### src/rtl/opb_register_ppc2simulink_sync.sv
// opb_register_ppc2simulink_sync: OPB slave register driving a PPC-written 32-bit control word (0x0) plus a write counter (0x4) to user logic.
module opb_register_ppc2simulink_sync #(
  parameter logic [31:0] C_BASEADDR   = 32'h010C0400,
  parameter logic [31:0] C_HIGHADDR   = 32'h010C04FF,
  parameter int          C_OPB_AWIDTH = 32,
  parameter int          C_OPB_DWIDTH = 32,
  parameter logic [31:0] C_DEFAULT    = 32'h00000000,
  parameter              C_FAMILY     = "virtex6"
) (
  input  logic                    OPB_Clk,
  input  logic                    OPB_Rst,
  input  logic [0:C_OPB_AWIDTH-1] OPB_ABus,
  input  logic [0:3]              OPB_BE,
  input  logic [0:C_OPB_DWIDTH-1] OPB_DBus,
  input  logic                    OPB_RNW,
  input  logic                    OPB_select,
  input  logic                    OPB_seqAddr,
  output logic [0:C_OPB_DWIDTH-1] Sl_DBus,
  output logic                    Sl_xferAck,
  output logic                    Sl_errAck,
  output logic                    Sl_retry,
  output logic                    Sl_toutSup,
  output logic [31:0]             user_data_out,
  output logic                    user_data_strobe
);
  typedef enum logic [1:0] {IDLE, ACK, HOLD} state_t;
  state_t state, state_n;
  logic hit, ack, sel_q, rnw_q, unused_ok;
  logic [0:3] be_q;
  logic [31:0] dbus_q, data, data_n, wr_count;
  assign hit = OPB_select && OPB_ABus >= C_BASEADDR && OPB_ABus <= C_HIGHADDR;
  assign ack = state == ACK;
  assign Sl_xferAck = ack;
  assign Sl_DBus = (ack && rnw_q) ? (sel_q ? wr_count : data) : '0;
  assign Sl_errAck = 1'b0;
  assign Sl_retry = 1'b0;
  assign Sl_toutSup = 1'b0;
  assign user_data_out = data;
  assign unused_ok = ^{OPB_seqAddr, ^C_FAMILY};
  // HOLD waits for select to drop so a long-held request is acked only once
  always_comb begin
    state_n = state == IDLE ? (hit ? ACK : IDLE) : state == ACK ? HOLD : (OPB_select ? HOLD : IDLE);
    data_n = data;
    for (int i = 0; i < 4; i++)
      if (be_q[i]) data_n[31-8*i -: 8] = dbus_q[31-8*i -: 8];
  end
  // Transfer attributes are frozen at the hit so the master may change the bus afterwards
  always_ff @(posedge OPB_Clk) begin
    if (state == IDLE && hit) begin
      sel_q <= OPB_ABus[29];
      rnw_q <= OPB_RNW;
      be_q <= OPB_BE;
      dbus_q <= OPB_DBus;
    end
  end
  always_ff @(posedge OPB_Clk) begin
    if (OPB_Rst) begin
      state <= IDLE;
      data <= C_DEFAULT;
      wr_count <= '0;
      user_data_strobe <= 1'b0;
    end else begin
      state <= state_n;
      user_data_strobe <= ack && !rnw_q && !sel_q;
      if (ack && !rnw_q) begin
        if (sel_q) wr_count <= '0;
        else begin
          data <= data_n;
          wr_count <= wr_count + 32'd1;
        end
      end
    end
  end
endmodule

### config.mk
export PLATFORM = sky130hd
export DESIGN_NAME = opb_register_ppc2simulink_sync
export DESIGN_NICKNAME = d
export VERILOG_FILES = /design/src/rtl/opb_register_ppc2simulink_sync.sv
export SDC_FILE = /design/constraint.sdc
export NUM_CORES = 1
export LEC_CHECK = 0
export ABC_AREA = 1
export BUFFER_PORTS_ARGS = -buffer_cell sky130_fd_sc_hd__buf_2
export CORE_MARGIN = 2
export CORE_UTILIZATION = 40
export CTS_CLUSTER_DIAMETER = 60
export CTS_CLUSTER_SIZE = 24
export DETAILED_ROUTE_END_ITERATION = 16
export PLACE_DENSITY_LB_ADDON = 0.08
export SLEW_MARGIN = 30
export SYNTH_ARGS = -nofsm -noshare
export SYNTH_HDL_FRONTEND = slang
export SYNTH_SLANG_ARGS = --single-unit
### constraint.sdc
create_clock -name OPB_Clk -period 3.6 [get_ports OPB_Clk]
set_input_delay 0.18 -clock OPB_Clk [delete_from_list [all_inputs] [get_ports OPB_Clk]]
set_output_delay 0.18 -clock OPB_Clk [all_outputs]
set_load 0.01 [all_outputs]
=== Word-level counts from Yosys, hierarchy flattened ===
Index checks and enable logic that the tools add are counted.
Widths: inputs -> output; s select.

* Memory bits (read-only): 0
* Memory bits (writable): 0
* Memories: 0
* Bits in latches: 0
* Bits of input ports: 73
* Register bits after elaboration: 105

* $mul: 0
* Magnitude comparators: 2
* Add/subtract/negate cells: 1
* Reductions and logical operators: 13
* Shift-type cells: 0
* Divide/modulo/power cells: 0
* Bitwise logic cells: 1
* Equality and inequality tests: 1
* Multiplexer cells: 7

{| class="wikitable"
|+ Operators by type and width
! kind !! count
|-
| $mux 32 || 3
|-
| $add 32x1->32 const B || 1
|-
| $ge 32x25->1 const B || 1
|-
| $le 32x25->1 const B || 1
|-
| $reduce_and 3->1 || 4
|-
| $logic_and 1x1->1 || 6
|-
| $mux 2 || 3
|-
| $eq 2x1->1 const B || 1
|-
| $logic_not 1->1 || 2
|-
| $logic_not 2->1 || 1
|-
| $mux 1 || 1
|-
| $not 1->1 || 1
|}

=== Depth between registers and ports, before layout ===
* Depth in word-level cells: 5
* Mapped depth: 11
* Gate-level depth less buffers: 11

=== Least setup slack after synthesis ===
Ideal clock, no wire load.

* Path kind: reg-to-reg
* From: register state[0]
* To: register be_q[0] (netlist name), enable pin
* Slack: 0.832 ns
* Library setup time: 0.433 ns
* Data arrival time: 2.335 ns
* Buffers on the path: 0
* Stages on the path, launching flop included: 4
* Cell sequence: dfxtp_1 > nor4_1 > nand4_1 > nor2_1

* Word-level cells in the longest chain between the ends: 2

{| class="wikitable"
|+ Ends and longest elaborated chain
! element !! line !! text
|-
| start, declared || 27 || <nowiki>state_t state, state_n;</nowiki>
|-
| start signal, assigned || 63 || <nowiki>state <= state_n;</nowiki>
|-
| $logic_not 2->1 || 49 || <nowiki>if (state == IDLE && hit) begin</nowiki>
|-
| $logic_and 1x1->1 || 49 ||
|-
| end signal, assigned || 52 || <nowiki>be_q <= OPB_BE;</nowiki>
|-
| end, declared || 29 || <nowiki>logic [0:3] be_q;</nowiki>
|}

No other way between the ends.
A chain may end at the register's enable or synchronous reset.

=== Worst setup path after layout ===
* From: register rnw_q
* To: register data[26] (netlist: user_data_out[26])

* Word-level cells in the longest chain between the ends: 3

{| class="wikitable"
|+ Ends and longest elaborated chain
! element !! line !! text
|-
| start, declared || 28 || <nowiki>logic hit, ack, sel_q, rnw_q, unused_ok;</nowiki>
|-
| start signal, assigned || 51 || <nowiki>rnw_q <= OPB_RNW;</nowiki>
|-
| $logic_not 1->1 || 65 || <nowiki>if (ack && !rnw_q) begin</nowiki>
|-
| $logic_and 1x1->1 || 65 ||
|-
| $reduce_and 3->1 (no source line) || - ||
|-
| end signal, assigned || 68 || <nowiki>data <= data_n;</nowiki>
|-
| end, declared || 30 || <nowiki>logic [31:0] dbus_q, data, data_n, wr_count;</nowiki>
|}

No other way between the ends.

==> impl_metrics.csv <==
group,metric,value,unit
power_and_ir_drop,p_int,0.00181,W
setup_path,ff2ff_path_depth,6,
cts,clk_path_buf_depth,2,
synth,yosys.area.top_type_share,27.8,%
synth,synthMuxAreaShare,0,%
power_and_ir_drop,vdd_ir_drop_max,0.000271,V
detailed_routing,viasPerCell,4.78,
setup_path,cp-startpoint,"rnw_q",
setup_path,cp_top_family,"simple AND/OR/NAND/NOR gates",
setup_path,reg2reg_to,"user_data_out[26]",
global_routing,grt_pass1_wl,20800,um
place,post-place-cells,882,
setup_path,cp_max_fo,12,
sta,maxSlewHeadroom,53.8,%
cts,clkTransAtPathRegs,0.07,ns
synth,ys_seq_area_share,51.4,%
status,status,"finished, final reports clean",
power_and_ir_drop,sw_frac_of_total,22.3,%
cts,cts_tree,"built",
place,port_buffers,130,
synth,synth_edf_count,38,
min_path,whs_path_depth,1,
power_and_ir_drop,cellLeakagePower,2.45,nW
setup_path,rrSetupSlack,1.39,ns
detailed_routing,totalWireLength,12900,um
synth,synth_cell_types,36,
floorplanning,die_w,114,um
setup_path,crit_cells,6,
power_and_ir_drop,combPwrFrac,3.9,%
setup_path,start_kind,"flip-flop",
sta,rsz0062_at_grt,"false",
place,dpl.hpwl,9700,um
detailed_routing,wl_per_cell,13.8,um
synth,avgSynthCellArea,7.80,um2
cts,cts-root-buf,"clkbuf_16",
setup_path,crit_chain,"nand3b_4 > nor2_1 > nand2_1 > inv_1 > nor2_1 > nor2_1",
power_and_ir_drop,clockPowerShare,43.6,%
synth,synth_simple_gate_area_share,31.7,%
setup_path,slowest_stage,"nor2_1",
synth,synthXorXnorAreaFrac,0.725,%
min_path,min_from,"OPB_DBus[5]",
cts,numCtsBuffers,9,
setup_path,critical_path_class,"reg -> reg",
synth,synth.cell_area,0.00483,mm2
layout,area_growth,29.8,%
synth,synth_ff_type,"dfxtp_1",
layout,antenna_cells,0,
layout,nFillCells,1158,
global_routing,antenna_found_initial,0,
synth,synthCells,619,
detailed_routing,dr_total_vias,4439,
power_and_ir_drop,seqPwrFrac,52.6,%
synth,synth_top_family_by_area,"simple AND/OR/NAND/NOR gates",
floorplanning,die-area,0.0130,mm2
sta,finalHoldViolations,0,
detailed_routing,drcViolationCount,0,
setup_path,cp.required,3.89,ns
cts,h-tree-depth,3,
detailed_routing,final_antenna_net_count,0,
power_and_ir_drop,power.density,372,mW/mm2
layout,final_cells,929,
synth,ys_ff_latch,105,
setup_path,worstPathArrival,2.50,ns
sta,min_period,2.21,ns
synth,synth.area.top_cells,"dfxtp_1, edfxtp_1, nand2_1, nor2_1, a21oi_1",
synth,synthAdderAreaFrac,0.259,%
sta,fmax,0.453,GHz
min_path,min_to,"dbus_q[26]",
layout,layout-drive-gt1-share,24.7,%
sta,finalMaxSlewViolations,0,
setup_path,critical_path_buf_inv_count,1,
global_routing,grt_pass1_vias,4223,
floorplanning,io_pins,142,
setup_path,end_kind,"flip-flop",
floorplanning,core,0.0119,mm2
detailed_routing,first_pass_iters,5,
floorplanning,die_y,114,um
synth,synth_top_cell_by_area,"dfxtp_1",
cts,cts_sinks,105,
cts,clock_latency,0.35,ns
floorplanning,rows,40,
place,place.gp.congestion,0.933,
floorplanning,start_util,40.6,%
global_routing,grt_max_degree,37,
flow_run,max_cap_violations,0,
min_path,hp-class,"in -> reg",
global_routing,grt_usage,20.6,%
sta,fin_crit_sh,61.3,%
global_routing,overflow,0,
detailed_routing,drt-initial-drc-count,243,
layout,utilization,52.6,%
synth,synth_compound_area_share,10.2,%
cts,post_cts_buffers,0,
sta,skew,0.00679,ns
setup_path,slowest_delay,0.60,ns
synth,synthArstFlopShare,0,%
sta,worst_pin_slew,0.691,ns
setup_path,cpMostUsedCell,"nor2_1",
synth,yosysWarnings,0,
sta,final.setup.tns,0,ns
layout,layout.nets,851,
power_and_ir_drop,power_switching,0.000520,W
sta,setup_viol,0,
setup_path,rr_startpoint,"rnw_q",
layout by cell type, fill, tap and decap left out, drive strengths merged:
cell type and n:
nor2 138, o21ai 39, or2 1, a32o 1
nand3 20, o21bai 1, buf 134, nand4 8
ha 1, xor2 3, nand3b 1, nor3b 1
dlygate4sd3 31, nor4 5, nor3 7, conb 3
clkbuf 10, edfxtp 38, a31oi 1, a211oi 1
o211a 1, xnor2 1, dfxtp 67, nand2 167
a21oi 49, clkinv 4, inv 49
Yosys cell counts (all sizes together) (3+ instances only):
cell type and instances:
nand2 167, nor2 138, dfxtp 67, a21oi 49, inv 47, o21ai 39, edfxtp 38, nand3 20
clkbuf 11, buf 9, nand4 8, nor3 7, nor4 5, xor2 3
layer usage:
metal | GRT usage (%) | up-vias | share of wire, %
met5 | 0 | - | 0
met4 | 7.40 | 0 | 2.2
met3 | 4.73 | 22 | 5.0
met2 | 34.2 | 121 | 48
met1 | 26.6 | 1978 | 45
li1 | - | 2318 | -
worst max path at each step:
stage | to | slack [ns]
2_1_floorplan | be_q[0] | 0.83
3_3_place_gp | user_data_out[26] | 1.36
6_report | user_data_out[26] | 1.39
4_1_cts | Sl_DBus[20] | 1.19
3_5_place_dp | user_data_out[26] | 1.38
5_1_grt | user_data_out[26] | 1.15
state kept, by name, indices dropped and copies added (netlist names):
register          count
be_q                  4
dbus_q               32
rnw_q                 1
sel_q                 1
state                 2
user_data_out        32
user_data_strobe      1
wr_count             32
through the flow:
stage	total power [W]	hold WS [ns]	setup WS, ns	cell area, um2
after global placement	0.00132	0.357	1.36	5610
after CTS	0.00236	0.000523	1.19	6270
after global routing	0.00241	0.00902	1.15	6270
after detailed placement	0.00132	0.358	1.38	5640
final	0.00233	0.0155	1.39	6270
after floorplan	0.00128	0.279	0.832	4840
power groups by stage:
stage | Combinational (W) | Clock [W] | Sequential [W]
2_1_floorplan | 0.0000272 | 0 | 0.00125
3_3_place_gp | 0.0000629 | 0 | 0.00125
3_5_place_dp | 0.0000648 | 0 | 0.00125
4_1_cts | 0.0000903 | 0.00104 | 0.00123
5_1_grt | 0.000100 | 0.00108 | 0.00123
6_report | 0.0000900 | 0.00102 | 0.00123
final cells by class:
type / count / area (um2) / area share, %
Inverter: 47 / 176 / 2.81
Tap cell: 147 / 184 / 2.93
Clock buffer: 10 / 250 / 3.99
Timing Repair Buffer: 165 / 1010 / 16.1
Multi-Input combinational cell: 449 / 2090 / 33.4
Sequential cell: 105 / 2480 / 39.6
Clock inverter: 6 / 70.1 / 1.12
kinds of logic after synthesis:
| family | after synthesis |
|---|---|
| compound gates | 93 |
| other cells | 1 |
| simple gates | 348 |
| flops | 105 |
| xor+xnor | 4 |
| buf+inv | 67 |
| fa+ha+maj | 1 |
what timing repair did:
action / 4_1_cts / 5_1_grt
gates resized for setup: 0 / 0
endpoints found under the hold margin: 31 / 0
setup endpoints to repair: 0 / 0
hold buffers: 31 / 0
worst register-to-register path: stages, from the launching register on:
cell	delay, ns
edfxtp_1	0.45
nand3b_4	0.32
nor2_1	0.60
nand2_1	0.33
inv_1	0.29
nor2_1	0.07
nor2_1	0.09
Power figures use the tool's default switching activity.
